## src/rtl/if_id_buf.sv

```systemverilog
// if_id_buf: elastic IF/ID pipeline stage built as a two-entry skid buffer.
// The main register drives decode and the skid register absorbs the one extra
// entry that can arrive after decode stalls. in_ready is a register so decode
// backpressure never reaches fetch combinationally.
module if_id_buf #(
  parameter int              XLEN      = 32,
  parameter int              ILEN      = 32,
  parameter logic [ILEN-1:0] NOP       = {ILEN{1'b0}},
  parameter bit              KILL_DROP = 1'b0
) (
  input  logic            clk,
  input  logic            rst,
  input  logic            in_valid,
  output logic            in_ready,
  input  logic [XLEN-1:0] in_pc,
  input  logic [ILEN-1:0] in_is,
  input  logic            in_kill,
  input  logic            flush,
  output logic            out_valid,
  input  logic            out_ready,
  output logic [XLEN-1:0] out_pc,
  output logic [ILEN-1:0] out_is,
  output logic [1:0]      occ
);

  // The state encoding is the occupancy count itself.
  typedef enum logic [1:0] {
    S_EMPTY = 2'd0,
    S_ONE   = 2'd1,
    S_FULL  = 2'd2
  } state_t;

  state_t            r_state;
  state_t            w_state_nxt;
  logic              r_in_ready;
  logic [XLEN-1:0]   r_main_pc;
  logic [ILEN-1:0]   r_main_is;
  logic [XLEN-1:0]   r_skid_pc;
  logic [ILEN-1:0]   r_skid_is;

  logic              w_accept;
  logic              w_write;
  logic              w_fire;
  logic [ILEN-1:0]   w_in_is;
  logic              w_load_main_in;
  logic              w_load_main_skid;
  logic              w_load_skid_in;

  // A killed fetch in drop mode still completes its handshake but is never stored.
  assign w_accept = in_valid & r_in_ready & ~flush;
  assign w_write  = w_accept & ~((KILL_DROP != 1'b0) & in_kill);
  assign w_fire   = (r_state != S_EMPTY) & out_ready;
  assign w_in_is  = in_kill ? NOP : in_is;

  // Next-state and register-load selection; flush overrides every transition.
  always_comb begin
    w_state_nxt      = r_state;
    w_load_main_in   = 1'b0;
    w_load_main_skid = 1'b0;
    w_load_skid_in   = 1'b0;
    if (flush) begin
      w_state_nxt = S_EMPTY;
    end else begin
      case (r_state)
        S_EMPTY: begin
          if (w_write) begin
            w_state_nxt    = S_ONE;
            w_load_main_in = 1'b1;
          end else begin
            w_state_nxt = S_EMPTY;
          end
        end
        S_ONE: begin
          if (w_write && w_fire) begin
            w_state_nxt    = S_ONE;
            w_load_main_in = 1'b1;
          end else if (w_write) begin
            w_state_nxt    = S_FULL;
            w_load_skid_in = 1'b1;
          end else if (w_fire) begin
            w_state_nxt = S_EMPTY;
          end else begin
            w_state_nxt = S_ONE;
          end
        end
        S_FULL: begin
          // in_ready is low here, so only a drain by decode can change state.
          if (w_fire) begin
            w_state_nxt      = S_ONE;
            w_load_main_skid = 1'b1;
          end else begin
            w_state_nxt = S_FULL;
          end
        end
        default: begin
          w_state_nxt = S_EMPTY;
        end
      endcase
    end
  end

  // State and in_ready registers; in_ready is precomputed from the next state.
  always_ff @(posedge clk) begin
    if (rst) begin
      r_state    <= S_EMPTY;
      r_in_ready <= 1'b1;
    end else begin
      r_state    <= w_state_nxt;
      r_in_ready <= (w_state_nxt != S_FULL);
    end
  end

  // Main payload register; flush forces a bubble but leaves the PC untouched.
  always_ff @(posedge clk) begin
    if (rst) begin
      r_main_pc <= {XLEN{1'b0}};
      r_main_is <= NOP;
    end else if (flush) begin
      r_main_is <= NOP;
    end else if (w_load_main_in) begin
      r_main_pc <= in_pc;
      r_main_is <= w_in_is;
    end else if (w_load_main_skid) begin
      r_main_pc <= r_skid_pc;
      r_main_is <= r_skid_is;
    end else begin
      r_main_pc <= r_main_pc;
      r_main_is <= r_main_is;
    end
  end

  // Skid payload register; its validity is implied by the FULL state.
  always_ff @(posedge clk) begin
    if (rst) begin
      r_skid_pc <= {XLEN{1'b0}};
      r_skid_is <= NOP;
    end else if (w_load_skid_in) begin
      r_skid_pc <= in_pc;
      r_skid_is <= w_in_is;
    end else begin
      r_skid_pc <= r_skid_pc;
      r_skid_is <= r_skid_is;
    end
  end

  assign in_ready  = r_in_ready;
  assign out_valid = (r_state != S_EMPTY);
  assign out_pc    = r_main_pc;
  assign out_is    = r_main_is;
  assign occ       = r_state;

endmodule

```

## config.mk

```make
export PLATFORM = sky130hd
export DESIGN_NAME = if_id_buf
export DESIGN_NICKNAME = d
export VERILOG_FILES = /design/src/rtl/if_id_buf.sv
export SDC_FILE = /design/constraint.sdc
export NUM_CORES = 1
export LEC_CHECK = 0
export CORE_UTILIZATION = 43
export CTS_CLUSTER_SIZE = 28
export DETAILED_ROUTE_END_ITERATION = 12
export MAX_ROUTING_LAYER = met4
export PLACE_DENSITY_LB_ADDON = 0.3
export SETUP_SLACK_MARGIN = 0.02
export SLEW_MARGIN = 20
export SYNTH_ARGS = -nofsm -noshare
export SYNTH_HDL_FRONTEND = slang
export SYNTH_SLANG_ARGS = --single-unit
```

## constraint.sdc

```tcl
create_clock -name clk -period 5.79 [get_ports clk]
set_input_delay 0.579 -clock clk [delete_from_list [all_inputs] [get_ports clk]]
set_output_delay 0.579 -clock clk [all_outputs]
set_load 0.02 [all_outputs]
```

==> impl_results.md, run 1 <==
* Slowest cell on the critical path: a21o_2
* First-pass GRT wire length at 24000 um
* Htree depth at 4
* Crit path max-delay family: buffers and inverters
* CP Launch Type: primary input
* CTS Sinks at 131
* Cell count of the worst reg-to-reg path at 8
* Largest net degree at the start of global routing at 98
* Arrival time at the worst endpoint at 3.22 ns
* Total gr overflow at 0
* Clock share of power at 51.9%
* Dpl hpwl at 9000 um
* Post-Route WL at 15000 um
* Synth top area share at 45.8%
* Largest cells by area after synthesis: dfxtp_1 (46%), mux2i_1 (11%), a221oi_2 (7.9%)
* RR Endpoint: out_pc[31]
* Post-Syn Instances at 599
* Die H at 117 um
* Die outline width at 117 um
* # fillers at 1076
* Worst-path clk slew at 0.06 ns
* Die area at 13800 sq um
* Residual DRC count at 0
* Critical path required time at 6.01 ns
* DRT iter0 DRCs at 366
* Worst skew pair latency at 0.41 ns
* Setup Total Neg Slack at 0 ns
* Initial antenna violation count at 0
* Sw Share at 21.8%
* Initial DRT Pass Iterations at 4
* EDFF count, synth at 0
* HP Start: r_skid_pc[12]
* Most numerous cell in the Yosys netlist: dfxtp_1
* Post-synth top flop: dfxtp_1
* CP max FO at 35
* Post-synth net total at 671
* Net count, final at 776
* # IOs at 138
* CTS root buf: clkbuf_16
* Final setup fails at 0
* Cts hold-fix bufs at 0
* CORE AREA at 12800 sq um
* Dpl cells at 857
* Slew @ Worst Pin at 1.04 ns
* Critical path class: in -> reg
* Num CTS Buffers at 17
* Seq pwr share at 38.1%
* CTS resizes at 0
* Layout cell share with drive strength beyond 1 at 11.0%
* Reg2reg setup slack at 2.82 ns
* CTS tree: yes
* Cell repeated most along the worst path: buf_4
* Row cnt at 41
* Mapped Area at 5730 sq um
* GP Congestion at 0.749
* Worst Hold End: r_skid_pc[12]
* Port bufs at 137
* Max Slew Vio Count at 0
* Peak supply drop at 0.185 mV
* Register area share after synthesis at 45.8%
* Vias at 4880
* F_max at 334 MHz
* Worst r2r src: occ[1]
* Commonest cells post-synth: dfxtp_1 (131), nand2_1 (101), a21oi_1 (67), mux2i_1 (64), nand2b_1 (63)
* CTS Buffer Depth at 2
* Hold path depth at 2
* Period utilization at 51.8%
* Pleak at 2.49 nW
* RSZ-0062 raised after global routing: false
* Synth area leader: dfxtp_1
* Combinational power share at 10.0%
* #FFs+latches synth at 131
* Final Non-Filler Cells at 889
* Layout Skew at 0.00851 ns
* Max Cap Violations at 0
* Final Hold Vio Count at 0
* Starting Density at 44.7%
* Wire length per cell at 16.8 um
* Via-to-Cell Ratio at 5.49
* YS warnings at 0
* Number of global-route vias before repair at 4865
* CP peak stage delay at 0.81 ns
* Min-delay worst type: reg -> reg
* Post-CTS setup buffers at 0
* Psw at 0.540 mW
* Worst rel slew slack at 30.3%
* Internal at 1.93 mW
* Antenna cells at 0
* Synth unique cells at 26
* CP bufs+invs at 3
* Avg Synthesized Cell Area at 9.56 sq um
* Worst-path cell chain: clkdlybuf4s50_1 > or2_1 > buf_4 > a21o_2 > buf_4 > a221oi_1
* Post-DRT Antenna Nets at 0
* Tmin final at 3.00 ns
* All-Layer GR Usage at 22.1%
* Synthesis-to-finish area growth at 36.0%
* Status: finished clean
* Critical Path Sink Type: flip-flop
* Post-synth ARST share at 0%
* Pwr/cell area at 318 nW/um^2
==> layout by cell type, fill, tap and decap left out, types with 2 or more instances in the layout <==
master,netlist,final
dfxtp_1,131,131
mux2i_1,64,64
nand2_1,101,100
clkdlybuf4s50_1,0,136
bufinv_16,0,7
nand3b_1,4,4
clkbuf_16,0,17
nor2_1,33,33
buf_4,4,7
clkinv_4,0,2
nand2b_1,63,63
a221oi_2,30,30
clkbuf_8,0,3
ha_1,2,2
a221oi_1,34,34
or2_2,2,2
a21oi_1,67,66
==> routing by layer <==
metal / GRT usage, % / part of all wire (%) / vias to the layer above / wire [um]
li1: - / - / 2322 / -
met1: 27.3 / 46 / 2401 / 6810
met2: 36.0 / 49 / 138 / 7330
met3: 4.67 / 4.0 / 19 / 604
met4: 6.82 / 1.4 / 0 / 208
met5: - / 0 / - / 0
==> power groups by stage <==
stage	registers, mW	clock network, mW	logic (mW)
final	0.944	1.28	0.247
after detailed placement	0.963	0	0.247
after global placement	0.963	0	0.243
after global routing	0.946	1.33	0.264
after floorplan	0.985	0	0.102
after CTS	0.944	1.29	0.248
==> per-stage QoR <==
step	setup WS (ns)	hold WS, ns	power, mW	utilization (%)	area (sq um)
3_5_place_dp	2.37	0.447	1.21	55.1	7070
4_1_cts	2.80	0.454	2.48	60.7	7790
6_report	2.79	0.453	2.47	60.7	7790
3_3_place_gp	2.43	0.441	1.21	55.1	7070
5_1_grt	2.64	0.469	2.54	60.7	7790
2_1_floorplan	3.65	0.436	1.09	-	5730
==> how the worst max path moves through the flow <==
stage,start,to,slack [ns],cells after the start
after floorplan,occ[1],r_skid_pc[10],3.65,10
after global placement,flush,out_pc[25],2.43,6
after detailed placement,flush,out_pc[31],2.37,6
after CTS,flush,out_pc[31],2.80,6
after global routing,occ[0],out_pc[31],2.64,8
final,flush,out_pc[31],2.79,6
==> sequential cells by signal, summed over array words and instances, names as in the netlist <==
| name | flops |
|---|---|
| out_is | 32 |
| out_pc | 32 |
| r_skid_is | 32 |
| r_skid_pc | 32 |
| occ | 2 |
| in_ready | 1 |
==> cell type report <==
cell class / count / area [sq um] / share of cell area [%]
clock buffer: 20 / 467 / 5.99
clock inverter: 12 / 249 / 3.20
inverter: 1 / 3.75 / 0.0482
multi-input combinational: 409 / 2810 / 36.1
sequential: 131 / 2620 / 33.7
tap: 172 / 215 / 2.76
timing repair buffer: 144 / 1420 / 18.2
==> worst register-to-register path: stages, from the launching register on <==
cell and delay [ns]:
dfxtp_1 0.44, or2_2 0.35, nand2_1 0.10, inv_1 0.05, ha_1 0.18, nand2_1 0.16
a21o_2 0.81, buf_4 0.53, a221oi_1 0.19
==> cells by family after synthesis <==
| group | Yosys count | share of synthesized area, % |
|---|---|---|
| DFF | 131 | 45.8 |
| adders and majority gates | 2 | 0.437 |
| AOI/OAI and AO/OA | 133 | 19.2 |
| muxes | 64 | 11.2 |
| and+or+nand+nor | 210 | 17.4 |
| buffers and inverters | 59 | 5.98 |
Power figures use the tool's default switching activity.
==> run 2: changes to the inputs <==
- clock period: 5.79 -> 2.7 ns (I/O delays scaled with it)
==> run 2 against run 1 <==
Against the previous run:
- combinational power grew 120%
- register-to-register slack got worse by 2.4 ns
- clock power grew 62%
- global-route usage increased by 0.52 points
- die area unchanged
- clock skew shrank 0.0028 ns
- final cell count increased by 0.79%
- sequential share of layout area grew 0.34 points
- hold slack got worse by 0.0044 ns
- count of clock-buffer cells in the layout rose by 5
==> impl_results.md, run 2 (same netlist as run 1, synthesis figures left out) <==
* Post-DRT Antenna Nets at 0 (unchanged)
* First-pass GRT wire length at 24300 um (was 24000 um)
* GP Congestion at 0.862 (was 0.749)
* Final Hold Vio Count at 0 (unchanged)
* Post-Route WL at 15000 um (about the same)
* All-Layer GR Usage at 22.6% (was 22.1%)
* Worst-path clk slew at 0.05 ns (was 0.06 ns)
* Net count, final at 784 (was 776)
* DRT iter0 DRCs at 296 (was 366)
* Initial antenna violation count at 0 (unchanged)
* Critical path class: reg -> reg (was in -> reg)
* Via-to-Cell Ratio at 5.44 (was 5.49)
* # IOs at 138 (unchanged)
* Dpl hpwl at 9380 um (was 9000 um)
* Wire length per cell at 16.8 um (about the same)
* CP peak stage delay at 0.47 ns (was 0.81 ns)
* Slowest cell on the critical path: buf_4 (was a21o_2)
* Pleak at 2.46 nW (was 2.49 nW)
* Die H at 117 um (unchanged)
* Row cnt at 41 (unchanged)
* CP bufs+invs at 2 (was 3)
* Setup Total Neg Slack at 0 ns (unchanged)
* Final Non-Filler Cells at 896 (was 889)
* Max Slew Vio Count at 0 (unchanged)
* Slew @ Worst Pin at 1.07 ns (was 1.04 ns)
* Total gr overflow at 0 (unchanged)
* Largest net degree at the start of global routing at 97 (was 98)
* CP max FO at 32 (was 35)
* Area occupied by multi-input gates at 2810 sq um (about the same)
* Number of global-route vias before repair at 4813 (was 4865)
* FF/Latch Area at 2620 sq um (unchanged)
* Critical path required time at 2.92 ns (was 6.01 ns)
* Port bufs at 137 (unchanged)
* Htree depth at 4 (unchanged)
* Min-delay worst type: in -> reg (was reg -> reg)
* Final Util at 60.1% (was 60.7%)
* Crit path max-delay family: simple AND/OR/NAND/NOR gates (was buffers and inverters)
* Die area at 13800 sq um (unchanged)
* F_max at 441 MHz
* Period utilization at 83.9%
* Status: finished clean (unchanged)
* RSZ-0062 raised after global routing: false (unchanged)
* Residual DRC count at 0 (unchanged)
* Pre-CTS setup slack at 0.345 ns (was 2.37 ns)
* Synthesis-to-finish area growth at 34.6% (was 36.0%)
* Max Cap Violations at 0 (unchanged)
* CTS Buffer Depth at 2 (unchanged)
* CTS root buf: clkbuf_16 (unchanged)
* Post-CTS setup buffers at 0 (unchanged)
* CORE AREA at 12800 sq um (unchanged)
* Arrival time at the worst endpoint at 2.49 ns (was 3.22 ns)
* Most common cell after layout, fill and taps aside: clkdlybuf4s50_1 (unchanged)
* # fillers at 1059 (was 1076)
* Initial DRT Pass Iterations at 4 (unchanged)
* Worst rel slew slack at 28.7% (was 30.3%)
* Worst skew pair latency at 0.40 ns (was 0.41 ns)
* Num CTS Buffers at 17 (unchanged)
* Vias at 4875 (was 4880)
* CTS Sinks at 131 (unchanged)
* Starting Density at 44.7% (unchanged)
* Antenna cells at 0 (unchanged)
* Most frequent cells in the layout: clkdlybuf4s50_1 (136), dfxtp_1 (131), nand2_1 (101) (was clkdlybuf4s50_1 (136), dfxtp_1 (131), nand2_1 (100))
* Worst hold slack at 0.448 ns (was 0.453 ns)
* CTS resizes at 0 (unchanged)
* Layout Skew at 0.00574 ns (was 0.00851 ns)
* Worst-path cell chain: or2_2 > nand2_1 > inv_1 > ha_1 > nand2_1 > a21o_2 > buf_4 > a221oi_1 (was clkdlybuf4s50_1 > or2_1 > buf_4 > a21o_2 > buf_4 > a221oi_1)
* Dpl cells at 865 (was 857)
* Peak supply drop at 0.399 mV (was 0.185 mV)
* Pwr/cell area at 602 nW/um^2 (was 318 nW/um^2)
* Final setup fails at 0 (unchanged)
* Critical Path Sink Type: flip-flop (unchanged)
* Cell repeated most along the worst path: nand2_1 (was buf_4)
* Final worst setup slack at 0.433 ns (was 2.79 ns)
* CTS tree: yes (unchanged)
* CP Launch Type: flip-flop (was primary input)
* Cts hold-fix bufs at 0 (unchanged)
* Die outline width at 117 um (unchanged)
* Layout cell share with drive strength beyond 1 at 10.9% (was 11.0%)
* Tmin final at 2.27 ns
run 2: cell count changes in the layout (fill, tap and decap cells not counted):
cell | before | now
nand2_1 | 100 | 101
buf_12 | 0 | 4
nand2_2 | 1 | 0
clkbuf_1 | 0 | 6
bufinv_16 | 7 | 1
clkbuf_8 | 3 | 2
inv_6 | 1 | 0
buf_4 | 7 | 11
clkinv_4 | 2 | 0
clkinv_2 | 1 | 5
clkinvlp_4 | 1 | 0
run 2: power by group:
group	switching (mW)	internal, mW
Clock	0.778	1.30
Sequential	0.0342	1.99
Combinational	0.280	0.263
Total	1.09	3.55
run 2: final cells by class:
| type | instances | share of cell area [%] |
|---|---|---|
| sequential | 131 | 34.0 |
| clock buffer | 25 | 6.16 |
| timing repair buffer | 152 | 19.8 |
| inverter | 1 | 0.0487 |
| clock inverter | 6 | 0.714 |
| tap | 172 | 2.79 |
| multi-input combinational | 409 | 36.5 |
run 2: final timing paths:
check | from | to | depth (start not counted) | slack (ns)
max | occ[0] | out_is[31] | 8 | 0.43
min | in_pc[13] | r_skid_pc[13] | 3 | 0.45
max reg2reg | occ[0] | out_is[31] | 8 | 0.43
min reg2reg | r_skid_pc[7] | r_skid_pc[7] | 2 | 0.45
run 2: per-layer routing:
metal	routed length [um]	global-route usage (%)	part of all wire, %	vias up
li1	-	-	-	2330
met1	6840	28.2	45	2396
met2	7510	36.7	50	136
met3	552	4.86	3.7	13
met4	138	6.49	0.92	0
met5	0	-	0	-
run 2: metrics by stage:
stage / area, sq um / total power [mW]
2_1_floorplan: 5730 / 2.33
3_3_place_gp: 7180 / 2.59
3_5_place_dp: 7180 / 2.61
4_1_cts: 7710 / 4.68
5_1_grt: 7710 / 4.82
6_report: 7710 / 4.65
run 2: worst min-delay path: stages:
cell and delay (ns):
clkdlybuf4s50_1 0.42, nand2_1 0.06, a21oi_1 0.05
==> run 3: changes to the inputs <==
- clock period: 2.7 -> 1.9 ns (I/O delays scaled with it)
==> run 3 against run 2 <==
Against the previous run:
- clock skew about the same
- global-route usage is 0.093 points lower
- final area rose by 6.7%
- core utilization rose by 4.0 points
- routed wire length is 2.9% higher
- power is 52% higher
- sequential power is 42% higher
- largest cell class unchanged
- highest routed layer unchanged
==> impl_results.md, run 3 (same netlist as run 1, synthesis figures left out) <==
* Worst rel slew slack at 67.1% (was 28.7%)
* Net count, final at 804 (was 784)
* CTS Buffer Depth at 2 (unchanged)
* Wire length per cell at 16.9 um (was 16.8 um)
* Min-delay worst type: in -> reg (unchanged)
* Post-Route WL at 15500 um (was 15000 um)
* CP peak stage delay at 0.32 ns (was 0.47 ns)
* Initial antenna violation count at 1 (was 0)
* First-pass GRT wire length at 24400 um (was 24300 um)
* Initial DRT Pass Iterations at 6 (was 4)
* Num CTS Buffers at 17 (unchanged)
* # IOs at 138 (unchanged)
* Port bufs at 137 (unchanged)
* CORE AREA at 12800 sq um (unchanged)
* F_max at 550 MHz (was 441 MHz)
* Sw Share at 23.8% (was 23.5%)
* CP Launch Type: flip-flop (unchanged)
* Synthesis-to-finish area growth at 43.6% (was 34.6%)
* Crit path max-delay family: simple AND/OR/NAND/NOR gates (unchanged)
* GP Congestion at 0.860 (was 0.862)
* Combinational power share at 12.4% (was 11.7%)
* Period utilization at 95.6% (was 83.9%)
* Cts hold-fix bufs at 0 (unchanged)
* Dpl cells at 883 (was 865)
* Max Slew Vio Count at 0 (unchanged)
* Worst-path clk slew at 0.05 ns (about the same)
* Vias at 4952 (was 4875)
* Die area at 13800 sq um (unchanged)
* Most frequent cells in the layout: clkdlybuf4s50_1 (136), dfxtp_1 (129), nand2_1 (98) (was clkdlybuf4s50_1 (136), dfxtp_1 (131), nand2_1 (101))
* Worst skew pair latency at 0.41 ns (was 0.40 ns)
* Tmin final at 1.82 ns (was 2.27 ns)
* Total power at 7.07 mW (was 4.65 mW)
* Internal at 5.39 mW (was 3.55 mW)
* Final Non-Filler Cells at 918 (was 896)
* Arrival time at the worst endpoint at 2.12 ns (was 2.49 ns)
* Post-CTS setup buffers at 0 (unchanged)
* Final Hold Vio Count at 0 (unchanged)
* Slowest cell on the critical path: dfxtp_2 (was buf_4)
* CTS tree: yes (unchanged)
* Layout cell share with drive strength beyond 1 at 17.7% (was 10.9%)
* CP bufs+invs at 3 (was 2)
* Htree depth at 4 (unchanged)
* Row cnt at 41 (unchanged)
* Total gr overflow at 0 (unchanged)
* Max Cap Violations at 0 (unchanged)
* CP max FO at 8 (was 32)
* Most common cell after layout, fill and taps aside: clkdlybuf4s50_1 (unchanged)
* Starting Density at 44.7% (unchanged)
* CP startpoint: occ[0] (unchanged)
* Largest net degree at the start of global routing at 97 (unchanged)
* Residual DRC count at 0 (unchanged)
* Clock share of power at 47.0% (was 44.8%)
* Psw at 1.68 mW (was 1.09 mW)
* Peak supply drop at 0.583 mV (was 0.399 mV)
* Seq pwr share at 40.6% (was 43.6%)
* Die outline width at 117 um (unchanged)
* CTS Sinks at 131 (unchanged)
* Post-DRT Antenna Nets at 0 (unchanged)
* Status: finished clean (unchanged)
* Dpl hpwl at 9740 um (was 9380 um)
* Post-DP Area at 7420 sq um (was 7180 sq um)
* Post-route cell area at 8230 sq um (was 7710 sq um)
* Critical Path Sink Type: flip-flop (unchanged)
* Layout Skew at 0.00607 ns (was 0.00574 ns)
* Number of global-route vias before repair at 4922 (was 4813)
* Via-to-Cell Ratio at 5.39 (was 5.44)
* Critical path class: reg -> reg (unchanged)
* Worst-path cell chain: or2_4 > nand2_2 > inv_1 > ha_1 > nand2_2 > buf_4 > nand2_4 > clkbuf_16 > a221oi_1 (was or2_2 > nand2_1 > inv_1 > ha_1 > nand2_1 > a21o_2 > buf_4 > a221oi_1)
* Final setup fails at 0 (unchanged)
* Pwr/cell area at 859 nW/um^2 (was 602 nW/um^2)
* All-Layer GR Usage at 22.5% (was 22.6%)
* DRT iter0 DRCs at 475 (was 296)
* CTS root buf: clkbuf_16 (unchanged)
* Worst r2r src: occ[0] (unchanged)
* Pleak at 2.64 nW (was 2.46 nW)
* Die H at 117 um (unchanged)
* Cell repeated most along the worst path: nand2_2 (was nand2_1)
* Slew @ Worst Pin at 0.494 ns (was 1.07 ns)
* HP Start: rst (was in_pc[13])
* Critical path required time at 2.20 ns (was 2.92 ns)
* RSZ-0062 raised after global routing: false (unchanged)
[run 3: changes by cell type in the layout (fill, tap and decap cells not counted), sizes merged]
cell | before | now
diode | 0 | 1
bufinv | 1 | 3
clkinvlp | 0 | 4
buf | 16 | 35
clkbuf | 25 | 20
inv | 1 | 2
[run 3: final cells by class]
cell class | instances | area [sq um]
clock buffer | 19 | 453
timing repair buffer | 172 | 1810
sequential | 131 | 2630
tap | 172 | 215
inverter | 1 | 3.75
clock inverter | 13 | 158
antenna | 1 | 2.50
fill | 1012 | 4600
multi-input combinational | 409 | 2960
[run 3: worst paths after layout]
| check | slack [ns] | to | cells past startpoint |
|---|---|---|---|
| worst min register to register | 0.45 | r_skid_is[14] | 2 |
| worst min-delay path | 0.19 | occ[1] | 3 |
| worst max register to register | 0.08 | out_pc[2] | 9 |
| worst max-delay path | 0.08 | out_pc[2] | 9 |
[run 3: worst min-delay path, cell delays in order]
cell and delay [ns]:
buf_2 0.11, or2_2 0.17, a21oi_1 0.08
[run 3: through the flow]
step	hold WS, ns	setup slack (ns)	util (%)	setup TNS (ns)
CTS	0.173	0.0375	62.7	0
floorplan	0.326	0.00838	-	0
finish	0.189	0.0832	64.2	0
detailed placement	0.447	-0.272	57.9	-12.62
global placement	0.441	-0.191	57.9	-9.51
global route	0.198	0.0364	64.2	0
[run 3: metal layers]
layer  global-route usage, %  wire length [um]  up-vias
li1                        -                 -     2381
met1                    28.7              6920     2392
met2                    34.8              7590      159
met3                    4.47               704       20
met4                    9.25               257        0
met5                       -                 0        -
[run 3: timing repair]
item	in CTS	in global routing
endpoints found under the hold margin	0	0
gates cloned	0	2
endpoints found under the setup margin	35	96
resized for setup	1	29
[run 3: power by group through the flow]
stage	sequential, mW	combinational, mW	clock (mW)
after floorplan	3.00	0.313	0
after global placement	2.93	0.795	0
after detailed placement	2.93	0.811	0
after CTS	2.87	0.816	3.37
after global routing	2.88	0.927	3.49
final	2.87	0.874	3.32
